$ cat config.mk
export PLATFORM = sky130hd
export DESIGN_NAME = msk_sb_layer_serial
export DESIGN_NICKNAME = d
export VERILOG_FILES = /design/src/rtl/msk_sb_layer_serial.sv
export SDC_FILE = /design/constraint.sdc
export NUM_CORES = 2
export LEC_CHECK = 0
export CAP_MARGIN = 10
export CELL_PAD_IN_SITES_DETAIL_PLACEMENT = 0
export CELL_PAD_IN_SITES_GLOBAL_PLACEMENT = 1
export CORE_MARGIN = 5
export CORE_UTILIZATION = 48
export CTS_BUF_LIST = sky130_fd_sc_hd__clkbuf_4
export DETAILED_ROUTE_END_ITERATION = 8
export GPL_TIMING_DRIVEN = 0
export PLACE_DENSITY = 0.89
export SYNTH_ARGS = -nofsm -noshare
export SYNTH_HDL_FRONTEND = slang
export SYNTH_SLANG_ARGS = --single-unit
$ cat constraint.sdc
create_clock -name clk -period 30.6 [get_ports clk]
set_input_delay 4.59 -clock clk [delete_from_list [all_inputs] [get_ports clk]]
set_output_delay 4.59 -clock clk [all_outputs]
set_load 0.01 [all_outputs]
$ cat src/rtl/msk_sb_layer_serial.sv
// msk_sb_layer_serial: masked AES SubBytes over NBYTES/NSBOX feed cycles with valid/ready on both sides

// gen_bp_sbox: behavioural masked S-box core with a free-running SBOX_LAT-stage pipeline and fresh output masks
module gen_bp_sbox #(
  parameter int d        = 2,
  parameter int SBOX_LAT = 4,
  parameter int RND0     = 8,
  parameter int RND1     = 8,
  parameter int RND2     = 8
) (
  input  logic            clk,
  input  logic            nrst,
  input  logic [8*d-1:0]  sh_in,
  input  logic [RND0-1:0] rnd0,
  input  logic [RND1-1:0] rnd1,
  input  logic [RND2-1:0] rnd2,
  output logic [8*d-1:0]  sh_out
);
  localparam int MW = 8*(d-1);

  logic [7:0]     x, y;
  logic [MW-1:0]  m;
  logic [8*d-1:0] sh_d;
  logic [8*d-1:0] pipe_q [SBOX_LAT];

  function automatic logic [7:0] gmul(input logic [7:0] a, input logic [7:0] b);
    logic [7:0] p;
    logic [7:0] aa;
    p = '0;
    aa = a;
    for (int i = 0; i < 8; i++) begin
      p ^= b[i] ? aa : 8'h00;
      aa = {aa[6:0], 1'b0} ^ (aa[7] ? 8'h1b : 8'h00);
    end
    return p;
  endfunction

  // GF(2^8) inverse as a^254, then the AES affine map
  function automatic logic [7:0] sbox(input logic [7:0] a);
    logic [7:0] s;
    logic [7:0] v;
    s = a;
    v = 8'h01;
    for (int i = 1; i < 8; i++) begin
      s = gmul(s, s);
      v = gmul(v, s);
    end
    return v ^ {v[6:0], v[7]} ^ {v[5:0], v[7:6]} ^ {v[4:0], v[7:5]} ^ {v[3:0], v[7:4]} ^ 8'h63;
  endfunction

  // fold all randomness into d-1 output mask bytes; last share carries the masked result
  always_comb begin
    m = '0;
    x = '0;
    sh_d = '0;
    for (int i = 0; i < RND0; i++) m[i % MW] ^= rnd0[i];
    for (int i = 0; i < RND1; i++) m[i % MW] ^= rnd1[i];
    for (int i = 0; i < RND2; i++) m[i % MW] ^= rnd2[i];
    for (int b = 0; b < 8; b++) x[b] = ^sh_in[b*d +: d];
    y = sbox(x);
    for (int b = 0; b < 8; b++) begin
      sh_d[b*d+d-1] = y[b];
      for (int s = 0; s < d-1; s++) begin
        sh_d[b*d+s] = m[s*8+b];
        sh_d[b*d+d-1] ^= m[s*8+b];
      end
    end
  end

  // free-running latency pipeline
  always_ff @(posedge clk or negedge nrst) begin
    if (!nrst) begin
      for (int i = 0; i < SBOX_LAT; i++) pipe_q[i] <= '0;
    end else begin
      pipe_q[0] <= sh_d;
      for (int i = 1; i < SBOX_LAT; i++) pipe_q[i] <= pipe_q[i-1];
    end
  end

  assign sh_out = pipe_q[SBOX_LAT-1];
endmodule

module msk_sb_layer_serial #(
  parameter int d        = 2,
  parameter int NBYTES   = 16,
  parameter int NSBOX    = 4,
  parameter int SBOX_LAT = 4,
  parameter int RND0     = 8*(d-1),
  parameter int RND1     = 8,
  parameter int RND2     = 8
) (
  input  logic                    clk,
  input  logic                    nrst,
  input  logic                    in_valid,
  output logic                    in_ready,
  input  logic [8*d*NBYTES-1:0]   sh_state_in,
  output logic                    out_valid,
  input  logic                    out_ready,
  output logic [8*d*NBYTES-1:0]   sh_state_out,
  output logic                    rnd_req,
  input  logic [NSBOX*RND0-1:0]   rnd_bus0w,
  input  logic [NSBOX*RND1-1:0]   rnd_bus1w,
  input  logic [NSBOX*RND2-1:0]   rnd_bus2w
);
  localparam int C  = NBYTES / NSBOX;
  localparam int W  = 8*d*NSBOX;
  localparam int KW = $clog2(C) + 1;
  localparam int DW = $clog2(C + SBOX_LAT) + 1;

  if (NBYTES % NSBOX != 0) begin : g_bad
    $error("NBYTES must be a multiple of NSBOX");
  end

  typedef enum logic [1:0] {IDLE, FEED, DRAIN, DONE} state_t;

  state_t                  state_q, state_d;
  logic [KW-1:0]           cnt_q, cnt_d;
  logic [DW-1:0]           drn_q, drn_d;
  logic [8*d*NBYTES-1:0]   st_q, st_d, out_q, out_d;
  logic                    in_ready_q, in_ready_d, out_valid_q, out_valid_d, rnd_req_q, rnd_req_d;
  logic [W-1:0]            sb_in, sb_out;
  logic                    busy, cap;
  logic [DW-1:0]           ci;

  for (genvar j = 0; j < NSBOX; j++) begin : g_sbox
    gen_bp_sbox #(.d(d), .SBOX_LAT(SBOX_LAT), .RND0(RND0), .RND1(RND1), .RND2(RND2)) u_sbox (
      .clk   (clk),
      .nrst  (nrst),
      .sh_in (sb_in[j*8*d +: 8*d]),
      .rnd0  (rnd_bus0w[j*RND0 +: RND0]),
      .rnd1  (rnd_bus1w[j*RND1 +: RND1]),
      .rnd2  (rnd_bus2w[j*RND2 +: RND2]),
      .sh_out(sb_out[j*8*d +: 8*d])
    );
  end

  // feed chunk cnt_q while in FEED, zero shares otherwise; capture chunk drn_q-SBOX_LAT as it emerges
  always_comb begin
    busy = state_q == FEED || state_q == DRAIN;
    sb_in = state_q == FEED ? st_q[cnt_q*W +: W] : '0;
    cap = busy && drn_q >= DW'(SBOX_LAT);
    ci = drn_q - DW'(SBOX_LAT);
    state_d = state_q;
    cnt_d = cnt_q;
    drn_d = busy ? drn_q + DW'(1) : drn_q;
    st_d = st_q;
    out_d = out_q;
    if (state_q == IDLE && in_valid && in_ready_q) begin
      st_d = sh_state_in;
      cnt_d = '0;
      drn_d = '0;
      state_d = FEED;
    end
    if (state_q == FEED) begin
      cnt_d = cnt_q + KW'(1);
      state_d = cnt_q == KW'(C-1) ? DRAIN : FEED;
    end
    if (cap) begin
      out_d[ci*W +: W] = sb_out;
      state_d = ci == DW'(C-1) ? DONE : state_d;
    end
    if (state_q == DONE && out_ready) state_d = IDLE;
    in_ready_d = state_d == IDLE;
    out_valid_d = state_d == DONE;
    rnd_req_d = state_d == FEED || state_d == DRAIN;
  end

  // state, counters, data registers and registered handshake outputs
  always_ff @(posedge clk or negedge nrst) begin
    if (!nrst) begin
      state_q <= IDLE;
      cnt_q <= '0;
      drn_q <= '0;
      st_q <= '0;
      out_q <= '0;
      in_ready_q <= 1'b0;
      out_valid_q <= 1'b0;
      rnd_req_q <= 1'b0;
    end else begin
      state_q <= state_d;
      cnt_q <= cnt_d;
      drn_q <= drn_d;
      st_q <= st_d;
      out_q <= out_d;
      in_ready_q <= in_ready_d;
      out_valid_q <= out_valid_d;
      rnd_req_q <= rnd_req_d;
    end
  end

  assign in_ready = in_ready_q;
  assign out_valid = out_valid_q;
  assign rnd_req = rnd_req_q;
  assign sh_state_out = out_q;
endmodule

# After elaboration in Yosys (flattened, before gate mapping)
# Cells that the tools add are included.
# classes
n_bitwise	872
addsub	4
magnitude_cmp	1
eq_ne	8
reduce_logical	42
mux	824
n_shift	3
# ops
cell	count
8-bit bitwise XOR	772
8-bit 2-to-1 mux	420
5-bit 2-to-1 mux	368
256-bit bitwise mux	1
64-bit by 34-bit variable shift with 256-bit output (first input constant)	1
256-bit by 10-bit variable part select with 64-bit output	1
64-bit by 34-bit variable part select with 256-bit output	1
1-bit bitwise XOR	96
64-bit 2-to-1 mux	1
2-bit XOR reduction	32
10-bit negator with 34-bit output	1
7-bit 2-to-1 mux	4
4-bit 2-to-1 mux	6
6-bit 2-to-1 mux	4
2-bit 2-to-1 mux	10
3-bit 2-to-1 mux	6
4-bit inverter	4
2-bit equality test (second input constant)	4
4-bit by 1-bit adder with 4-bit output (second input constant)	1
2-bit by 1-bit equality test with 1-bit output (second input constant)	2
4-bit by 2-bit equality test with 1-bit output (second input constant)	1
4-bit by 3-bit greater-or-equal comparator with 1-bit output (second input constant)	1
1-bit logical AND	4
2-bit zero test	2
other kinds (6)	11
# totals
ff_bits	780
output_inout_bits	259
wordCells	1778
input_bits	356

# Logic depth before layout (Yosys ltp)
# depth
ltp_word	129
ltp_mapped	102
mapped_depth_nobuf	81

# Hierarchy
# Synthesis repeated with hierarchy kept, for this count alone.
# hier_totals
cells_unflattened	10753
area_unflattened_um2	95804.4
# modules_own_cells
mod	cells_each	area_per_inst_um2	n_inst
gen_bp_sbox at g_sbox[2].u_sbox ...	2238	18417.7	2
msk_sb_layer_serial	1848	21718.3	1
gen_bp_sbox at g_sbox[0].u_sbox	2224	18647.9	1
gen_bp_sbox at g_sbox[1].u_sbox	2205	18602.8	1

# Worst setup path before layout
# Ideal clock, no wire load.
# synth_path
path_kind	reg2reg
from	register state_q[0]
to	register g_sbox[0].u_sbox.pipe_q[51] in the netlist's numbering
t_required_ps	30520
n_path_buf	23
setup_slack_ps	9177
setup_time_ps	80
path_stages_with_launch	99
arrival_time_ps	21343
cell_sequence	dfrtp_1 ha_1 buf_2 nand2b_1 buf_2 buf_2 buf_2 buf_2 buf_2 buf_2 buf_1 clkbuf_1 or3_1 ha_1 clkbuf_1 or3_1 a211o_1 and4_1 [63 not listed] clkbuf_1 clkinv_1 ha_1 xor2_1 nor2_1 xnor2_1 xnor2_1 xnor2_1 xnor2_1 nor2b_1 xnor2_1 xnor3_1 xnor2_1 xor3_1 xnor3_1 xnor2_2 xor2_1 xnor2_1
# synth_between
elab_chain_len	93
# synth_lines
item	line	source
start: declaration	116	state_t state_q, state_d;
start signal: assignment	180	state_q <= state_d;
2-bit by 1-bit equality test with 1-bit output (*)	140	sb_in = state_q == FEED ? st_q[cnt_q*W +: W] : '0;
64-bit 2-to-1 mux (*)	140	
2-bit XOR reduction	59	for (int b = 0; b < 8; b++) x[b] = ^sh_in[b*d +: d];
5-bit 2-to-1 mux / 8-bit bitwise XOR (equally long branches)	33	aa = {aa[6:0], 1'b0} ^ (aa[7] ? 8'h1b : 8'h00);
8-bit bitwise XOR / 5-bit 2-to-1 mux (equally long branches) (3 in series)	33	
8-bit bitwise XOR	33	
5-bit 2-to-1 mux (tied with other cells)	33	
8-bit bitwise XOR (tied with other cells) (3 in series)	33	
[68 not listed]	n/a	
8-bit bitwise XOR (tied with other cells) (5 in series)	32	p ^= b[i] ? aa : 8'h00;
8-bit bitwise XOR / 8-bit 2-to-1 mux (equally long branches)	32	
8-bit bitwise XOR (*)	32	
8-bit bitwise XOR (3 in series)	48	return v ^ {v[6:0], v[7]} ^ {v[5:0], v[7:6]} ^ {v[4:0], v[7:5]} ^ {v[3:0], v[7:4]} ^ 8'h63;
8-bit bitwise XOR (*)	48	
4-bit inverter (no line) (*)	n/a	
1-bit bitwise XOR (*)	65	sh_d[b*d+d-1] ^= m[s*8+b];
via g_sbox[0].u_sbox.sh_d[3]	23	logic [8*d-1:0] sh_d;
end: declaration	24	logic [8*d-1:0] pipe_q [SBOX_LAT];
# The timed path passes the listed nets; every way through them passes the cells marked *.
# A chain may end at the register's enable or synchronous reset.

# Worst setup path after layout
# layout_path
from	register state_q[1]
to	register g_sbox[3].u_sbox.pipe_q[57] in the netlist's numbering
# layout_between
elab_chain_len	92
# layout_lines
item	line
2-bit by 1-bit equality test with 1-bit output (*)	140
64-bit 2-to-1 mux (*)	140
2-bit XOR reduction	59
5-bit 2-to-1 mux / 8-bit bitwise XOR (equally long branches)	33
8-bit bitwise XOR / 5-bit 2-to-1 mux (equally long branches) (3 in series)	33
8-bit bitwise XOR	33
5-bit 2-to-1 mux (tied with other cells)	33
8-bit bitwise XOR (tied with other cells) (3 in series)	33
[67 not listed]	n/a
8-bit 2-to-1 mux / 8-bit bitwise XOR (equally long branches)	32, 33
8-bit bitwise XOR (tied with other cells) (5 in series)	32
8-bit bitwise XOR / 8-bit 2-to-1 mux (equally long branches)	32
8-bit bitwise XOR (*)	32
8-bit bitwise XOR (3 in series)	48
8-bit bitwise XOR (*)	48
1-bit bitwise XOR (*)	65
via g_sbox[3].u_sbox.sh_d[9]	23
end: declaration	24
# Marks and branches as above.

==> results.cfg <==
[run_status]
status = finished clean

[clock_tree]
cts_tree = built
htree_levels = 4
ctsHoldBuffers = 0
clockBufferDepth = 3
cts.sinks = 780
clk_latency_ns = 1.25
numCtsBuffers = 193
root_buffer = clkbuf_4
path_clk_slew_ns = 0.08

[routing]
wl_per_cell_um = 21.82
drt-vias-per-instance = 5.753
ant_nets = 0
drt_iter0_markers = 8561
route.detailed.drc = 0
num_vias = 86420
wl_um = 327800
drt_first_pass_iters = 6

[setup_path]
critical-path-max-stage-delay_ns = 0.66
cp.required_ns = 31.69
cp_common_cell = clkbuf_1
end_kind = flop
reg2reg_slack_ns = 1.16
reg2reg_to = g_sbox[3].u_sbox.pipe_q[57]
r2r_cells = 90
cp_slowest_cell = xnor3_1
crit_type = flop to flop
critical_path.max_fanout = 10
crit-reg2reg-launch = state_q[1]
start_kind = flop
arrival_ns = 30.53

[placed_design]
dpl.cell_count = 14680
hpwl_um = 255400
place.gp.congestion = 1.007
port_buffers = 614

[grt]
met1_usage_pct = 40.00
grt_most_used_layer = met2
grt_pass1_wl_um = 499800
use_met3_pct = 3.464
grt_remaining_overflow = 0
grt_max_degree = 134
first_global_vias = 83820
antenna_found_initial = 14
track_usage_pct = 29.90
gr-usage-met2_pct = 48.77

[worst_hold_path]
hp-start = g_sbox[3].u_sbox.pipe_q[37]
min_to = g_sbox[3].u_sbox.pipe_q[21]
worstHoldPathCells = 0
hold_class = flop to flop

[logic_synthesis]
netlist_area_um2 = 96420
yosys_warnings = 0
ys_seq_area_share_pct = 20.24
syn_avg_cell_area_um2 = 8.458
ys_seq_elements = 780
synth_nets = 12010
synth-edff-count = 0
synth.distinct_cells = 125
async_flop_share_pct = 100.0
synthCells = 11400
synth_flop_cell = dfrtp_1

[floorplanning]
num_rows = 164
die-height_um = 458.2
ioPinCount = 615
initial_core_util_pct = 48.25
dieWidth_um = 458.2
dieArea_um2 = 209900
core-area_um2 = 199900

[finish]
ff_latch_area_um2 = 19520
syn_to_final_growth_pct = 12.74
fin_nets = 12830
drive_above_1_share_pct = 8.154
fillers = 18530
multi_input_area_um2 = 72940
mostFrequentLayoutCells = nand2_1, xnor2_1, nor2_1
final_common_cell = nand2_1
fin_cells = 15020

[sta]
worst_pin_slew_ns = 1.291
fin_crit_ns = 29.44
clock_skew_ns = 0.09903
finalSetupViolations = 0
hold_viol = 0
slew_viol_final = 0
grt_setup_unrepaired = no
slew_headroom_pct = 13.34
max_freq_mhz = 33.96
layout_worst_path_cycle_share_pct = 96.22

[job]
max-cap-violations = 0
-- per-layer routing --
layer	routed length, um	vias up	share of wire (%)
li1	-	40060	-
met1	137400	42200	42
met2	152300	3561	46
met3	22370	603	6.8
met4	15720	2	4.8
met5	14	-	0.0043
-- sequential cells by signal, indices dropped and copies added (netlist names) --
signal / flops
state_q: 2
drn_q: 4
sh_state_out: 256
out_valid: 1
st_q: 256
in_ready: 1
g_sbox.u_sbox.pipe_q: 192
g_sbox.u_sbox.sh_out: 64
rnd_req: 1
cnt_q: 3
-- timing repair --
action	in CTS	in global routing
buffers inserted	0	0
endpoints found under the setup margin	0	30
gates resized for setup	0	18
-- per-stage QoR --
stage               area (um2)   TNS, ns  utilization (%)  setup WS, ns  hold WS [ns]
finish                  108700         0            54.39         1.156        0.3096
detailed placement      106200         0            53.12        0.8340        0.3347
global placement        105900  -7049.00            52.98        -9.459        0.3310
global route            108700         0            54.39       0.03687        0.3063
CTS                     108500         0            54.31        0.6998        0.3117
floorplan                96430         0                -         9.177        0.3312
-- critical path: cells and delay by family (launching register included) --
| kind | cells | cell delay [ns] |
|---|---|---|
| AOI/OAI and AO/OA | 9 | 3.12 |
| xor gates and xnor gates | 29 | 8.52 |
| adders and majority gates | 12 | 3.86 |
| buffers and inverters | 31 | 11.72 |
| DFF | 1 | 0.39 |
| and+or+nand+nor | 9 | 1.60 |
-- layout make-up --
class	instances	area share, %
clock buffer	266	1.837
tap	2656	3.057
clock inverter	58	0.3522
buffer	683	2.789
antenna	17	0.03913
sequential	780	17.95
multi-input combinational	9651	67.10
inverter	286	0.9875
timing repair buffer	626	5.886
-- worst max path at each step --
stage,start,slack (ns),depth (start not counted),end
detailed placement,state_q[1],0.83,90,g_sbox[3].u_sbox.pipe_q[57]
global route,state_q[1],0.04,90,g_sbox[3].u_sbox.pipe_q[57]
CTS,state_q[1],0.70,90,g_sbox[3].u_sbox.pipe_q[57]
finish,state_q[1],1.16,90,g_sbox[3].u_sbox.pipe_q[57]
global placement,nrst,-9.46,1,sh_state_out[82]
floorplan,state_q[0],9.18,98,g_sbox[0].u_sbox.pipe_q[51]
-- cells in the mapped netlist (all sizes together) (219+ instances only) --
cell / number / area share, %
a21oi: 358 / 1.9
buf: 251 / 1.5
clkbuf: 432 / 1.7
dfrtp: 780 / 20
ha: 252 / 3.3
inv: 249 / 0.97
nand2: 1961 / 7.6
nor2: 1260 / 4.9
nor3: 219 / 1.1
o21ai: 465 / 2.4
xnor2: 2070 / 20
xnor3: 445 / 10
xor2: 669 / 6.5
-- cell families (layout without fill, tap and decap cells) --
kind of cell,Yosys count,after routing,share of synthesized area (%)
adders and majority gates,252,252,3.270
buffers and inverters,969,1919,4.251
other,0,17,0
and+or+nand+nor,4110,4110,18.03
AOI/OAI and AO/OA,1669,1669,11.34
DFF,780,780,20.24
xor gates and xnor gates,3244,3244,38.27
muxes,376,376,4.597
Power is not shown: default switching activity piles up to over one toggle a cycle in this logic, so the estimate is an artifact.
